File: config.mk
export PLATFORM = sky130hd
export DESIGN_NAME = operand_fetch
export DESIGN_NICKNAME = d
export VERILOG_FILES = /design/src/rtl/operand_fetch_pkg.sv /design/src/rtl/operand_fetch_reg_scoreboard.sv /design/src/rtl/operand_fetch.sv
export SDC_FILE = /design/constraint.sdc
export NUM_CORES = 1
export LEC_CHECK = 0
export CAP_MARGIN = 20
export CORE_ASPECT_RATIO = 0.9
export CORE_MARGIN = 2
export CORE_UTILIZATION = 43
export DETAILED_ROUTE_END_ITERATION = 12
export PLACE_DENSITY_LB_ADDON = 0.1
export SLEW_MARGIN = 15
export SYNTH_ARGS = -nofsm -noshare
export SYNTH_HDL_FRONTEND = slang
export SYNTH_HIERARCHICAL = 1
export SYNTH_SLANG_ARGS = --single-unit
File: constraint.sdc
create_clock -name clk -period 3.6 [get_ports clk]
set_input_delay 0.72 -clock clk [delete_from_list [all_inputs] [get_ports clk]]
set_output_delay 0.72 -clock clk [all_outputs]
set_load 0.005 [all_outputs]
File: src/rtl/operand_fetch_pkg.sv
// Shared processor constants and types used by the operand-fetch stage.
package operand_fetch_pkg;

  localparam int DATA_W   = 16;
  localparam int NUM_REGS = 8;
  localparam int REG_AW   = 3;
  localparam int OP_W     = 4;
  localparam int IMM_W    = 16;
  localparam int PC_W     = 16;
  localparam int STALL_W  = 16;

  typedef enum logic {
    EX_EMPTY = 1'b0,
    EX_FULL  = 1'b1
  } ex_state_e;

  // Non-operand payload carried from decode into execute.
  typedef struct packed {
    logic [REG_AW-1:0] rd;
    logic              rd_we;
    logic [OP_W-1:0]   op;
    logic [IMM_W-1:0]  imm;
    logic [PC_W-1:0]   pc;
  } ex_ctrl_t;

endpackage

File: src/rtl/operand_fetch_reg_scoreboard.sv
// Per-register pending bits for issued, not-yet-written-back destinations,
// plus the RAW/WAW hazard check against the decoding instruction.
module reg_scoreboard #(
  parameter int NUM_REGS = operand_fetch_pkg::NUM_REGS
) (
  input  logic                                clk,
  input  logic                                reset,
  input  logic [operand_fetch_pkg::REG_AW-1:0] rs_a,
  input  logic [operand_fetch_pkg::REG_AW-1:0] rs_b,
  input  logic [operand_fetch_pkg::REG_AW-1:0] rd,
  input  logic                                rd_we,
  input  logic                                set_en,
  input  logic                                wb_valid,
  input  logic [operand_fetch_pkg::REG_AW-1:0] wb_addr,
  input  logic                                kill_en,
  input  logic [operand_fetch_pkg::REG_AW-1:0] kill_addr,
  output logic                                hazard
);
  import operand_fetch_pkg::*;

  logic [NUM_REGS-1:0] pending;
  logic [NUM_REGS-1:0] pend_eff;
  logic [NUM_REGS-1:0] wb_mask;
  logic [NUM_REGS-1:0] kill_mask;
  logic [NUM_REGS-1:0] set_mask;

  always_comb begin
    wb_mask   = wb_valid ? (NUM_REGS'(1) << wb_addr)   : '0;
    kill_mask = kill_en  ? (NUM_REGS'(1) << kill_addr) : '0;
    set_mask  = set_en   ? (NUM_REGS'(1) << rd)        : '0;
    // A register being written back this cycle is already safe to read.
    pend_eff  = pending & ~wb_mask;
    hazard    = pend_eff[rs_a] | pend_eff[rs_b] | (rd_we & pend_eff[rd]);
  end

  // Set is applied last so a same-edge issue wins over write-back/kill.
  always_ff @(posedge clk or posedge reset) begin
    if (reset) begin
      pending <= '0;
    end else begin
      pending <= (pending & ~wb_mask & ~kill_mask) | set_mask;
    end
  end

endmodule

File: src/rtl/operand_fetch.sv
// Operand-fetch stage: register-file read, write-back forwarding, scoreboard
// stalls and a single-entry registered hand-off to execute.
module operand_fetch #(
  parameter int DATA_W   = operand_fetch_pkg::DATA_W,
  parameter int NUM_REGS = operand_fetch_pkg::NUM_REGS
) (
  input  logic                                    clk,
  input  logic                                    reset,
  input  logic                                    id_valid,
  output logic                                    id_ready,
  input  logic [operand_fetch_pkg::REG_AW-1:0]    id_rs_a,
  input  logic [operand_fetch_pkg::REG_AW-1:0]    id_rs_b,
  input  logic [operand_fetch_pkg::REG_AW-1:0]    id_rd,
  input  logic                                    id_rd_we,
  input  logic [operand_fetch_pkg::OP_W-1:0]      id_op,
  input  logic [operand_fetch_pkg::IMM_W-1:0]     id_imm,
  input  logic [operand_fetch_pkg::PC_W-1:0]      id_pc,
  output logic [2*operand_fetch_pkg::REG_AW-1:0]  rf_read_addr,
  input  logic [2*DATA_W-1:0]                     rf_read_data,
  input  logic                                    wb_valid,
  input  logic [operand_fetch_pkg::REG_AW-1:0]    wb_addr,
  input  logic [DATA_W-1:0]                       wb_data,
  input  logic                                    flush,
  output logic                                    ex_valid,
  input  logic                                    ex_ready,
  output logic [DATA_W-1:0]                       ex_opa,
  output logic [DATA_W-1:0]                       ex_opb,
  output logic [operand_fetch_pkg::REG_AW-1:0]    ex_rd,
  output logic                                    ex_rd_we,
  output logic [operand_fetch_pkg::OP_W-1:0]      ex_op,
  output logic [operand_fetch_pkg::IMM_W-1:0]     ex_imm,
  output logic [operand_fetch_pkg::PC_W-1:0]      ex_pc,
  output logic [operand_fetch_pkg::STALL_W-1:0]   stall_cnt
);
  import operand_fetch_pkg::*;

  ex_state_e         state;
  ex_state_e         state_n;
  ex_ctrl_t          ex_ctrl;
  logic              hazard;
  logic              accept;
  logic              kill_en;
  logic [DATA_W-1:0] opa_fwd;
  logic [DATA_W-1:0] opb_fwd;

  assign rf_read_addr = {id_rs_a, id_rs_b};

  assign ex_valid = (state == EX_FULL);
  assign ex_rd    = ex_ctrl.rd;
  assign ex_rd_we = ex_ctrl.rd_we;
  assign ex_op    = ex_ctrl.op;
  assign ex_imm   = ex_ctrl.imm;
  assign ex_pc    = ex_ctrl.pc;

  assign id_ready = (!ex_valid || ex_ready) && !hazard && !flush;
  assign accept   = id_valid && id_ready;
  assign kill_en  = flush && ex_valid && ex_ctrl.rd_we;

  always_comb begin
    opa_fwd = rf_read_data[2*DATA_W-1:DATA_W];
    opb_fwd = rf_read_data[DATA_W-1:0];
    if (wb_valid && (wb_addr == id_rs_a)) opa_fwd = wb_data;
    if (wb_valid && (wb_addr == id_rs_b)) opb_fwd = wb_data;
  end

  reg_scoreboard #(
    .NUM_REGS (NUM_REGS)
  ) u_scoreboard (
    .clk       (clk),
    .reset     (reset),
    .rs_a      (id_rs_a),
    .rs_b      (id_rs_b),
    .rd        (id_rd),
    .rd_we     (id_rd_we),
    .set_en    (accept && id_rd_we),
    .wb_valid  (wb_valid),
    .wb_addr   (wb_addr),
    .kill_en   (kill_en),
    .kill_addr (ex_ctrl.rd),
    .hazard    (hazard)
  );

  always_ff @(posedge clk or posedge reset) begin
    if (reset) begin
      state <= EX_EMPTY;
    end else begin
      state <= state_n;
    end
  end

  always_comb begin
    state_n = state;
    case (state)
      EX_EMPTY: if (accept) state_n = EX_FULL;
      EX_FULL: begin
        if (accept) begin
          state_n = EX_FULL;
        end else if (flush || ex_ready) begin
          state_n = EX_EMPTY;
        end
      end
      default: state_n = EX_EMPTY;
    endcase
  end

  always_ff @(posedge clk or posedge reset) begin
    if (reset) begin
      ex_opa  <= '0;
      ex_opb  <= '0;
      ex_ctrl <= '0;
    end else if (accept) begin
      ex_opa        <= opa_fwd;
      ex_opb        <= opb_fwd;
      ex_ctrl.rd    <= id_rd;
      ex_ctrl.rd_we <= id_rd_we;
      ex_ctrl.op    <= id_op;
      ex_ctrl.imm   <= id_imm;
      ex_ctrl.pc    <= id_pc;
    end
  end

  always_ff @(posedge clk or posedge reset) begin
    if (reset) begin
      stall_cnt <= '0;
    end else if (id_valid && hazard && (stall_cnt != '1)) begin
      stall_cnt <= stall_cnt + 1'b1;
    end
  end

endmodule

Yosys cells after proc, flatten, opt, wreduce, memory -nomap -nowiden
Cells that the tools add are included.
Widths: inputs -> output; s select.
- flip-flop bits (word level): 97
- latch bits: 0
- RAM bits: 0
- ROM bits: 0
- input bits: 103
- output and inout port bits: 96
- word-level logic and storage cells: 59
- memories kept: 0
- $add $sub $neg: 1
- multiply operators: 0
- div/mod/pow operators: 0
- magnitude comparators: 3
- equality and inequality tests: 3
- shift operators: 3
- muxes and demuxes: 15
- bitwise logic cells: 9
- reduce and logical (&&, ||, !) cells: 15
- operator list (operator ; number):
    $mux 16 ; 2
    $mux 8 ; 3
    $shl 1x3->8 const A ; 3
    $add 16x1->16 const B ; 1
    $and 8x8->8 ; 2
    $ne 16x16->1 const B ; 1
    $not 8->8 ; 2
    $lt 3x4->1 const B ; 3
    $logic_and 1x1->1 ; 10
    $bmux 1 s3 ; 3
    $or 8x8->8 ; 1
    $eq 3x3->1 ; 2
    $mux 1 ; 6
    $logic_not 1->1 ; 3
    $logic_or 1x1->1 ; 2
    $or 1x1->1 ; 2
    $pmux 1 s2 ; 1
    $and 1x1->1 ; 1
    $not 1->1 ; 1

Depth between registers and ports, before layout
- word-level depth: 15
- mapped depth: 11
- depth with buffers taken out: 10

Cells and area by module
Netlist, hierarchy kept.
- modules (own cells, without submodules) (module ; instances ; cells an instance ; area each (um^2) ; sequential area each (um^2)):
    operand_fetch ; 1 ; 318 ; 3976.3 ; 2227.1
    reg_scoreboard ; 1 ; 90 ; 760.7 ; 200.2

Least setup slack after synthesis
Ideal clock, no wire load.
- kind: input to register
- start: in wb_valid
- end: reg ex_ctrl (netlist bit ex_pc[0])
- setup time: 128 ps
- arrival time: 2593 ps
- data required time: 3472 ps
- slack: 879 ps
- stages on the path: 10
- path buffers: 2
- cells stage by stage: inv_2 -> o41ai_4 -> mux2i_1 -> o311ai_1 -> o211ai_1 -> nor2_1 -> nand3_1 -> buf_2 -> buf_2 -> mux2_1
- word-level cells in the longest chain between the ends: 11
- elaborated cells between the ends (all ways): 16
- classes of those cells: mux (7); bitwise (5); reduce/logical (4)
- ends and longest elaborated chain (what ; line ; text):
    start, declared ; operand_fetch.sv:20 ; input logic wb_valid,
    $mux 8 * ; operand_fetch_reg_scoreboard.sv:28 ; wb_mask = wb_valid ? (NUM_REGS'(1) << wb_addr) : '0;
    $not 8->8 * ; operand_fetch_reg_scoreboard.sv:32 ; pend_eff = pending & ~wb_mask;
    $and 8x8->8 * ; operand_fetch_reg_scoreboard.sv:32 ;
    $bmux 1 s3 ; operand_fetch_reg_scoreboard.sv:33 ; hazard = pend_eff[rs_a] | pend_eff[rs_b] | (rd_we & pend_eff[rd]);
    $mux 1 (implied by the code) ; operand_fetch_reg_scoreboard.sv:33 ;
    $or 1x1->1 / $and 1x1->1 (equally long branches) ; operand_fetch_reg_scoreboard.sv:33 ;
    $or 1x1->1 * ; operand_fetch_reg_scoreboard.sv:33 ;
    net hazard ; operand_fetch.sv:40 ; logic hazard;
    $logic_not 1->1 * ; operand_fetch.sv:55 ; assign id_ready = (!ex_valid || ex_ready) && !hazard && !flush;
    $logic_and 1x1->1 * (2 in series) ; operand_fetch.sv:55 ;
    $logic_and 1x1->1 * ; operand_fetch.sv:56 ; assign accept = id_valid && id_ready;
    end, declared ; operand_fetch.sv:39 ; ex_ctrl_t ex_ctrl;
The timed path passes the listed nets; every way through them passes the cells marked *. The select of a mux whose other input is x is not followed.
A chain may end at the register's enable or synchronous reset.

Worst setup path after layout
- start: in wb_addr[0] in the netlist's numbering
- end: reg stall_cnt[15] in the netlist's numbering
- word-level cells in the longest chain between the ends: 10
- elaborated cells between the ends (all ways): 15
- classes of those cells: shift (1); mux (7); bitwise (5); reduce/logical (2)
- ends and longest elaborated chain (what ; line ; text):
    start, declared ; operand_fetch.sv:21 ; input logic [operand_fetch_pkg::REG_AW-1:0] wb_addr,
    $shl 1x3->8 * ; operand_fetch_reg_scoreboard.sv:28 ;
    $mux 8 * ; operand_fetch_reg_scoreboard.sv:28 ;
    $not 8->8 * ; operand_fetch_reg_scoreboard.sv:32 ;
    $and 8x8->8 * ; operand_fetch_reg_scoreboard.sv:32 ;
    $bmux 1 s3 ; operand_fetch_reg_scoreboard.sv:33 ;
    $mux 1 (implied by the code) ; operand_fetch_reg_scoreboard.sv:33 ;
    $or 1x1->1 / $and 1x1->1 (equally long branches) ; operand_fetch_reg_scoreboard.sv:33 ;
    $or 1x1->1 * ; operand_fetch_reg_scoreboard.sv:33 ;
    net hazard ; operand_fetch.sv:40 ;
    $logic_and 1x1->1 * (2 in series) ; operand_fetch.sv:125 ; end else if (id_valid && hazard && (stall_cnt != '1)) begin
    end signal, assigned ; operand_fetch.sv:126 ; stall_cnt <= stall_cnt + 1'b1;
    end, declared ; operand_fetch.sv:33 ; output logic [operand_fetch_pkg::STALL_W-1:0] stall_cnt
Marks and branches as above.

==> flow_metrics.tcl <==
set metrics [dict create \
    min_period_ns 3.43 \
    grt_pass1_wl_um 22400 \
    powerDensity_nw_per_um2 497 \
    leakage_nw 3.51 \
    die_h_um 104 \
    ys_ff_latch 97 \
    report.final.hold_viol_count 0 \
    diodes 0 \
    synth-seq-area-share_pct 51.2 \
    slew_headroom_pct 41.1 \
    routabilityCongestion 0.885 \
    slew_violations 0 \
    cp_max_fo 6 \
    rsz0062_at_grt "no" \
    final_common_cell "clkdlybuf4s50_1" \
    dr_total_vias 4115 \
    cp-start-kind "primary input" \
    yosysUniqueCellTypes 57 \
    finalCritPeriodShare_pct 95.2 \
    grt_pass1_vias 4308 \
    synth_top_area_share_pct 51.2 \
    drc 0 \
    power_mw 3.86 \
    routed_wl_um 14700 \
    synthFlopType "dfrtp_1" \
    synth_area_leaders "dfrtp_1 (51%), mux2i_1 (7.2%), mux2_2 (7.1%), nand2_1 (3.9%), o21ai_1 (3.7%)" \
    port_buffers 198 \
    syn2layout_area_growth_pct 64.0 \
    critPathCaptureType "flop" \
    cts-root-buf "clkbuf_16" \
    antenna_left 0 \
    synth_cells 408 \
    dp_hpwl_um 10200 \
    drive_above_1_share_pct 20.9 \
    finalSetupViolations 0 \
    clk_pin_slew_ns 0.07 \
    drtIter0Drc 198 \
    antenna_found_initial 0 \
    ff2ff_path_depth 15 \
    vias_per_cell 5.21 \
    fin_ws_ns 0.171 \
    cp.required_ns 3.83 \
    ir_drop_uv 541 \
    grt_overflow_total 0 \
    start_util_pct 44.0 \
    ioPinCount 199 \
    clockBufferDepth 2 \
    skew_ns 0.0137 \
    crit_type "primary input to flop" \
    final_util_pct 72.2 \
    cts_buffers 9 \
    arrival_ns 3.66 \
    core_area_um2 10800 \
    synth_edf_count 0 \
    cts_tree "built" \
    dr.pass1.iters 4 \
    clk_latency_ns 0.36 \
    grt_start_max_net_pins 56 \
    hp-class "flop to flop" \
    synth.yosys.warnings 6 \
    fmax_mhz 292 \
    rows 36 \
    syn-num-nets 512 \
    grtUsageTotal_pct 24.1 \
    ys_async_sr_fraction_pct 100 \
    dieArea_um2 11900 \
    status "finished clean" \
    routedWlPerCell_um 18.6 \
    syn_avg_cell_area_um2 11.6 \
    cts.sinks 97 \
    dpl_worst_slack_ns -0.257 \
    worstMarginPinSlew_ns 0.882 \
    drv_cap 0 \
    nets 756 \
    syn_area_um2 4740 \
    reg2reg_slack_ns 0.71 \
    htreeDepth 3 \
    chipWidth_um 115 \
    yosysTopAreaCell "dfrtp_1" \
    hold_depth 2 \
    layout_common_cells "clkdlybuf4s50_1 (189), dfrtp_1 (97), nand2_1 (49), buf_4 (41), o21ai_1 (35)" \
]
==> cells in the mapped netlist (2+ instances only) <==
| cell type | n |
|---|---|
| nand4_2 | 2 |
| xnor2_1 | 16 |
| mux2_1 | 11 |
| dfrtp_1 | 97 |
| and4bb_2 | 2 |
| mux2_2 | 30 |
| o2111ai_1 | 5 |
| o2111ai_2 | 2 |
| o22ai_1 | 5 |
| nand4_1 | 5 |
| nand3b_1 | 4 |
| nand2b_1 | 8 |
| inv_1 | 6 |
| mux2i_1 | 34 |
| o211ai_2 | 2 |
| o21ai_0 | 4 |
| nor3_1 | 4 |
| buf_2 | 10 |
| nor2_1 | 13 |
| nand2b_4 | 2 |
| and3_1 | 3 |
| buf_1 | 2 |
| clkbuf_1 | 3 |
| o221ai_1 | 3 |
| o211ai_1 | 4 |
| nand2_1 | 49 |
| nand3_1 | 8 |
| o21ai_1 | 35 |
| a31oi_1 | 2 |
| o32ai_1 | 2 |
| buf_4 | 9 |
==> where the power goes <==
part	switching, mW	leakage [nW]	internal [mW]	total, mW
registers	0.207	1.21	1.38	1.58
logic	0.470	2.18	0.891	1.36
clock network	0.440	0.123	0.476	0.916
==> cell families (layout without fill, tap and decap cells) <==
kind of cell / after synthesis / after routing / share of synthesized area, %
AOI/OAI and AO/OA: 73 / 73 / 11.3
xor gates and xnor gates: 17 / 17 / 3.14
adders and majority gates: 1 / 1 / 0.264
buffers and inverters: 32 / 281 / 3.67
DFF: 97 / 97 / 51.2
muxes: 76 / 76 / 17.2
and+or+nand+nor: 112 / 112 / 13.2
==> final timing paths <==
kind	to	startpoint
setup / recovery	stall_cnt[15]	wb_addr[0]
hold / removal	ex_opb[11]	ex_opb[11]
setup reg to reg	ex_imm[12]	u_scoreboard/pending[2]
hold reg to reg	ex_opb[11]	ex_opb[11]
max in group asynchronous	stall_cnt[15]	reset
min in group asynchronous	u_scoreboard/pending[6]	reset
==> sequential cells by signal, indices dropped and copies added (netlist names) <==
| signal | cells |
|---|---|
| ex_imm | 16 |
| ex_op | 4 |
| ex_opa | 16 |
| ex_opb | 16 |
| ex_pc | 16 |
| ex_rd | 3 |
| ex_rd_we | 1 |
| ex_valid | 1 |
| stall_cnt | 16 |
| u_scoreboard/pending | 8 |
==> layout make-up <==
type	instances	area, um^2
repair buffers	258	2650
inverters	7	27.5
well taps	133	166
fillers	819	3000
clock buffers	10	229
flip-flops and latches	97	2430
clock inverters	6	50.0
multi-input cells	279	2220
==> repair_timing <==
item                       in CTS  in global routing
setup buffers                  12                 14
gates resized for setup         5                 28
pin swaps                       3                 10
setup endpoints to repair       1                 86
cloned                          0                  8
hold buffers                    0                  0
==> metrics by stage <==
step | TNS [ns] | hold WS [ns] | instances | cell area (um^2)
2_1_floorplan | 0 | 0.479 | 408 | 4740
5_1_grt | 0 | 0.506 | 790 | 7770
4_1_cts | -0.934 | 0.490 | 769 | 7380
3_5_place_dp | -0.258 | 0.474 | 741 | 7000
3_3_place_gp | -0.214 | 0.467 | 741 | 7000
6_report | 0 | 0.483 | 790 | 7770
==> worst max-delay path, cell delays in order <==
cell and delay, ns:
dlymetal6s2s_1 0.13, buf_6 0.13, buf_6 0.12, and4bb_2 0.32, nand2b_4 0.16, o2111ai_4 0.13
nand4_1 0.10, o211ai_1 0.12, buf_4 0.15, buf_4 0.12, buf_4 0.12, buf_4 0.12
buf_4 0.12, buf_4 0.12, buf_4 0.13, and4_1 0.20, and4bb_2 0.25, nand3_1 0.09
mux2_1 0.32
==> routing by layer <==
metal	GRT usage [%]	vias to the layer above	wire, um
met3	9.42	15	1150
met1	29.7	1989	5990
met4	5.84	0	209
li1	-	1958	-
met2	39.7	153	7320
met5	0	-	0
Note: power is estimated with default switching activity, not from simulation.
